### config.mk
export PLATFORM = sky130hd
export DESIGN_NAME = mod_counter_n
export DESIGN_NICKNAME = d
export VERILOG_FILES = /design/src/rtl/counter_pkg.sv /design/src/rtl/mod_counter_n.sv
export SDC_FILE = /design/constraint.sdc
export NUM_CORES = 1
export LEC_CHECK = 0
export BUFFER_PORTS_ARGS = -buffer_cell sky130_fd_sc_hd__buf_4
export CORE_MARGIN = 2
export CORE_UTILIZATION = 54
export CTS_CLUSTER_SIZE = 14
export DETAILED_ROUTE_END_ITERATION = 7
export PLACE_DENSITY = 0.91
export REMOVE_ABC_BUFFERS = 1
export SLEW_MARGIN = 0
export SYNTH_ARGS = -nofsm -noshare
export SYNTH_HDL_FRONTEND = slang
export SYNTH_SLANG_ARGS = --single-unit
### constraint.sdc
create_clock -name clk -period 3.84 [get_ports clk]
set_input_delay 0.768 -clock clk [delete_from_list [all_inputs] [get_ports clk]]
set_output_delay 0.768 -clock clk [all_outputs]
set_load 0.02 [all_outputs]
### src/rtl/counter_pkg.sv
// Shared encodings for the modulo counter: terminal-count modes and the
// two-state one-shot FSM.
package counter_pkg;

  localparam logic [1:0] MODE_WRAP    = 2'b00;
  localparam logic [1:0] MODE_SAT     = 2'b01;
  localparam logic [1:0] MODE_ONESHOT = 2'b10;

  typedef enum logic {
    ST_COUNT = 1'b0,
    ST_DONE  = 1'b1
  } state_e;

endpackage

### src/rtl/mod_counter_n.sv
// Up/down modulo-MODULUS counter with clear, clamped load and wrap /
// saturate / one-shot terminal behaviour. The done output is the FSM state.
module mod_counter_n
  import counter_pkg::*;
#(
  parameter int          WIDTH   = 8,
  parameter longint      MODULUS = 256
) (
  input  logic             clk,
  input  logic             rst_n,
  input  logic             clr,
  input  logic             load,
  input  logic [WIDTH-1:0] load_val,
  input  logic             en,
  input  logic             up,
  input  logic [1:0]       mode,
  output logic [WIDTH-1:0] cnt,
  output logic             cout,
  output logic             done,
  output logic             at_max,
  output logic             at_min
);

  if (WIDTH < 2 || WIDTH > 32) begin : g_bad_width
    $error("mod_counter_n: WIDTH must be in 2..32");
  end
  if (MODULUS < 2 || MODULUS > (longint'(1) << WIDTH)) begin : g_bad_modulus
    $error("mod_counter_n: MODULUS must be in 2..2**WIDTH");
  end

  localparam logic [WIDTH-1:0] MAX_VAL = WIDTH'(MODULUS - 1);

  state_e           state, state_nxt;
  logic [WIDTH-1:0] cnt_nxt;
  logic             cout_nxt;
  logic             at_term;

  always_comb begin
    cnt_nxt   = cnt;
    cout_nxt  = 1'b0;
    state_nxt = state;
    at_term   = up ? (cnt == MAX_VAL) : (cnt == '0);
    if (clr) begin
      cnt_nxt   = '0;
      state_nxt = ST_COUNT;
    end else if (load) begin
      // Clamping keeps a non-power-of-2 range from ever holding an illegal value.
      cnt_nxt   = (load_val > MAX_VAL) ? MAX_VAL : load_val;
      state_nxt = ST_COUNT;
    end else if (en && state == ST_COUNT) begin
      if (!at_term) begin
        cnt_nxt = up ? cnt + 1'b1 : cnt - 1'b1;
      end else begin
        cout_nxt = 1'b1;
        case (mode)
          MODE_SAT:     cnt_nxt = cnt;
          MODE_ONESHOT: state_nxt = ST_DONE;
          default:      cnt_nxt = up ? '0 : MAX_VAL;
        endcase
      end
    end
  end

  always_ff @(posedge clk or negedge rst_n) begin
    if (!rst_n) begin
      cnt   <= '0;
      cout  <= 1'b0;
      state <= ST_COUNT;
    end else begin
      cnt   <= cnt_nxt;
      cout  <= cout_nxt;
      state <= state_nxt;
    end
  end

  assign done   = (state == ST_DONE);
  assign at_max = (cnt == MAX_VAL);
  assign at_min = (cnt == '0);

endmodule

Word level (Yosys, flattened, before mapping) --
Index checks and enable logic that the tools add are counted.
Cells by class: add/sub/neg operators 2, order comparisons 1, eq/ne operators 4, multiplexer cells 18, bitwise gates (word level) 1, reductions and logical operators 8
Operators with widths (count):
- 8-bit two-way mux | 8
- 1-bit two-way mux | 10
- 3-bit nonzero test | 3
- 8-bit by 1-bit adder with 8-bit output, second input constant | 1
- 8-bit equality test, second input constant | 1
- 8-bit greater-than comparator, second input constant | 1
- 8-bit zero test | 1
- 8-bit by 1-bit subtractor with 8-bit output, second input constant | 1
- 4-bit != test, second input constant | 1
- 3-bit AND reduction | 1
- 2-bit by 1-bit equality test with 1-bit output, second input constant | 1
- 2-bit equality test, second input constant | 1
- 2-bit AND reduction | 1
- 2-bit OR reduction | 1
- 1-bit logical AND | 1
- 1-bit NOT | 1
Storage, ports and cells: flip-flop bits (word level) 10

Longest topological paths before layout --
word-level depth 7, mapped depth 8, mapped depth without buffers 8

Worst setup path before layout --
No wires, ideal clock.
path type input to register, from in up, to reg cnt[7], setup time 0.121 ns, arrival time 2.535 ns, data required time 3.719 ns, setup slack 1.184 ns, cell stages on the path 8, buffers on the path 0, path through inv_1 ha_1 and3_1 a221o_1 o41ai_1 xnor2_1 a21o_1 a22o_1
On the way: cells in the longest elaborated chain, start to end 6
Ends and longest elaborated chain:
- start, declared | line mod_counter_n.sv:15 | input logic up,
- 8-bit two-way mux | line mod_counter_n.sv:58 | default: cnt_nxt = up ? '0 : MAX_VAL;
- 8-bit two-way mux | line mod_counter_n.sv:55 | case (mode)
- 8-bit two-way mux | line mod_counter_n.sv:51 | if (!at_term) begin
- 8-bit two-way mux | line mod_counter_n.sv:50 | end else if (en && state == ST_COUNT) begin
- 8-bit two-way mux | line mod_counter_n.sv:46 | end else if (load) begin
- 8-bit two-way mux | line mod_counter_n.sv:43 | if (clr) begin
- end signal, assigned | line mod_counter_n.sv:70 | cnt <= cnt_nxt;
- end, declared | line mod_counter_n.sv:17 | output logic [WIDTH-1:0] cnt,
Several ways; a longest one is shown, not always the timed one. The select of a mux whose other input is x is not followed. A chain may end at the register's enable or synchronous reset.

Worst setup path after layout --
Same ends and word-level chain as after synthesis.

==> metrics.md <==
| Metric | Value |
|---|---|
| Total Die Area | about 2000 sq um |
| Setup crit end kind | flip-flop |
| Post-CTS Setup Inserts | 0 |
| GRT Util Overall | 27.04% |
| P_int | 0.2554 mW |
| TritonCTS Sinks | 10 |
| Minimum clock period | 2.737 ns |
| Kind of critical path | in2reg |
| WP data required | around 4.0 ns |
| Worst reg2reg startpoint | cnt[5] |
| Clock power share | 25.0% |
| Initial antenna violation count | 0 |
| Net switching power | 0.1527 mW |
| Final Util | about three quarters |
| Antenna cell count | 0 |
| Total CTS buffers | 3 |
| CTS root buf | clkbuf_4 |
| Top_reg_cell synth | dfrtp_1 |
| Clk pin slew, worst setup/hold paths | around 0.08 ns |
| Outcome | completed |
| DRC violations left | 0 |
| Grt ovf | 0 |
| Initial DRC Count | 43 |
| TritonRoute pass-1 iters | 4 |
| CP top delay family | compound AO/OA/AOI/OAI gates |
| Sequential fraction of the synthesis area | 27.47% |
| Synth Area per Inst | 8.758 sq um |
| Sequential Power Share | roughly a third |
| Maximum buffer depth of the clock tree | 2 |
| Synth Register Bits | 10 |
| Startpoint type of the worst setup path | input pin |
| YS warnings | 0 |
| Max frequency | 0.3654 GHz |
| Register Area | 250.2 sq um |
| Gate power share | 42.2% |
| Number of I/O port buffers | 27 |
| Share of layout cells above drive strength 1 | 28.79% |
| Final Cell Area | 1147 sq um |
| HP Class | in2async |
| Die Y | 45.07 um |
| Layout fillers | 101 |
| Unrepaired setup endpoints after global routing | no |
| H-tree levels | 1 |
| Synth top area share | 27.47% |
| Area Growth Syn to Fin | 25.96% |
| FP Rows | 14 |
| Core Box Area | 1541 sq um |
| CTS tree | yes |
| Die width | 45.07 um |
| Relative slew slack | 53.46% |
| EDFF count, synth | 0 |
| Area contributors post-synth | dfrtp_1, ha_1, nor2_1, o41ai_1, a21oi_1 |
| Vias | a little under 1k |
| Worst path buffer plus inverter count | 2 |
| Slowest CP cell | a221o_1 |
| Non-Filler Instances | 148 |
| Distinct cells, synth | 40 |
| Maximum fanout along the worst path | 7 |
| Worst-path cell chain | buf_4 -> inv_1 -> ha_1 -> and3_1 -> a221o_1 -> o41ai_1 -> xnor2_1 -> a21o_1 -> a22o_1 |
| Area occupied by multi-input gates | 615.6 sq um |
| Final hold viol count | 0 |
| Static Leak | 0.5462 nW |
| Pwr dens | between 300 and 400 nW/um^2 |
| Cell area after synthesis | 910.9 sq um |
| Placed wire-length estimate | between 1.5 and 2 mm |
| Arrival time worst endpoint | 2.91 ns |
| CP max stage delay | 0.37 ns |
| Largest net degree at the start of global routing | 16 |
| Post-DP Area | 1111 sq um |
| Worst slew pin tran | 0.6980 ns |
| Post-CTS Hold Buffers | 0 |
| Final Skew | around 0.00038 ns |
| Part of the cycle the worst path needs | 71.27% |
| Setup TNS | 0 ns |
| Vias in the first global route | 933 |
| Worst VDD drop | 0.0002473 V |
| Fin. max-slew vios | 0 |
| Most common cell in the netlist | nor2_1 |
| Synth area leader | dfrtp_1 |
| # resized after CTS | 0 |
| Cells after DPL | 144 |
| Power, Total | ~0.4 mW |
| First-pass GRT wire length | around 4 mm |
| Via/cell ratio | 6.493 |
| Post-layout nets | 157 |
| Syn Inst Count | 104 |
| Post-route ant nets | 0 |
| Final estimated routing congestion in global placement | roughly 0.85 |
| Final wirelength | 2.391 mm |
| Commonest cells in the netlist | nor2_1, dfrtp_1, nand2_1, ha_1 |
| Initial Utilization | 59.09% |
| I/O pin cnt | 28 |
| Worst Setup SP | up |
| WL/cell | 16.16 um |
| Final Setup Violations | 0 |
| Worst-Skew Late Latency | 0.28 ns |
| Ys async rst share | 100.0% |
| Number of max-cap violations | 0 |
| Switch share | 37.42% |
[final timing paths]
check,cells after the start,to,slack (ns)
max in group asynchronous,1,cnt[3],3.39
worst max-delay path,9,cnt[7],1.10
worst max register to register,6,cnt[6],1.34
min in group clk,2,cnt[2],0.58
worst min register to register,2,cnt[2],0.58
worst min-delay path,1,cnt[7],0.31
[registers in the layout, indices dropped and copies added (netlist names)]
signal,flops
cout,1
cnt,8
done,1
[per-stage QoR]
step / setup slack [ns] / hold slack [ns]
floorplan: 1.184 / 0.4724
global placement: 0.9235 / 0.5584
detailed placement: 0.8527 / 0.5651
CTS: 1.124 / 0.3074
global route: 1.019 / 0.3022
finish: 1.103 / 0.3060
[power by group through the flow]
stage	combinational (mW)	clock, mW	sequential (mW)
2_1_floorplan	0.0969	0	0.145
3_3_place_gp	0.161	0	0.134
3_5_place_dp	0.168	0	0.135
4_1_cts	0.171	0.102	0.133
5_1_grt	0.189	0.106	0.136
6_report	0.172	0.102	0.134
[cell type report]
cell class | instances | share of cell area (%)
tap | 16 | 1.745
multi-input combinational | 85 | 53.65
clock buffer | 4 | 3.162
sequential | 10 | 21.81
timing repair buffer | 27 | 17.67
inverter | 6 | 1.963
[cells by family (layout without fill, tap and decap cells)]
family	Yosys count	count (layout)	share of synthesized area [%]
AOI/OAI and AO/OA	34	34	28.02
buffers and inverters	9	37	4.945
DFF	10	10	27.47
and+or+nand+nor	40	40	24.86
xor gates and xnor gates	3	3	2.885
adders and majority gates	8	8	11.81
[cell usage in the layout (no fill, tap or decap), drive strengths merged, types with 5 or more instances in the layout]
cell type / Yosys / final
o21ai: 7 / 7
buf: 2 / 27
ha: 7 / 7
o41ai: 5 / 5
inv: 5 / 5
nand2: 8 / 8
dfrtp: 10 / 10
nor2: 13 / 13
nor3: 5 / 5
a21oi: 6 / 6
[per-layer routing]
| metal | up-vias | wire (um) | global-route usage [%] |
|---|---|---|---|
| met3 | 2 | 212 | 8.400 |
| li1 | 450 | - | - |
| met1 | 463 | 1004 | 35.01 |
| met5 | - | 0 | 0 |
| met4 | 0 | 14 | 14.12 |
| met2 | 46 | 1158 | 40.29 |
No activity file was read; power rests on OpenSTA's default activity.
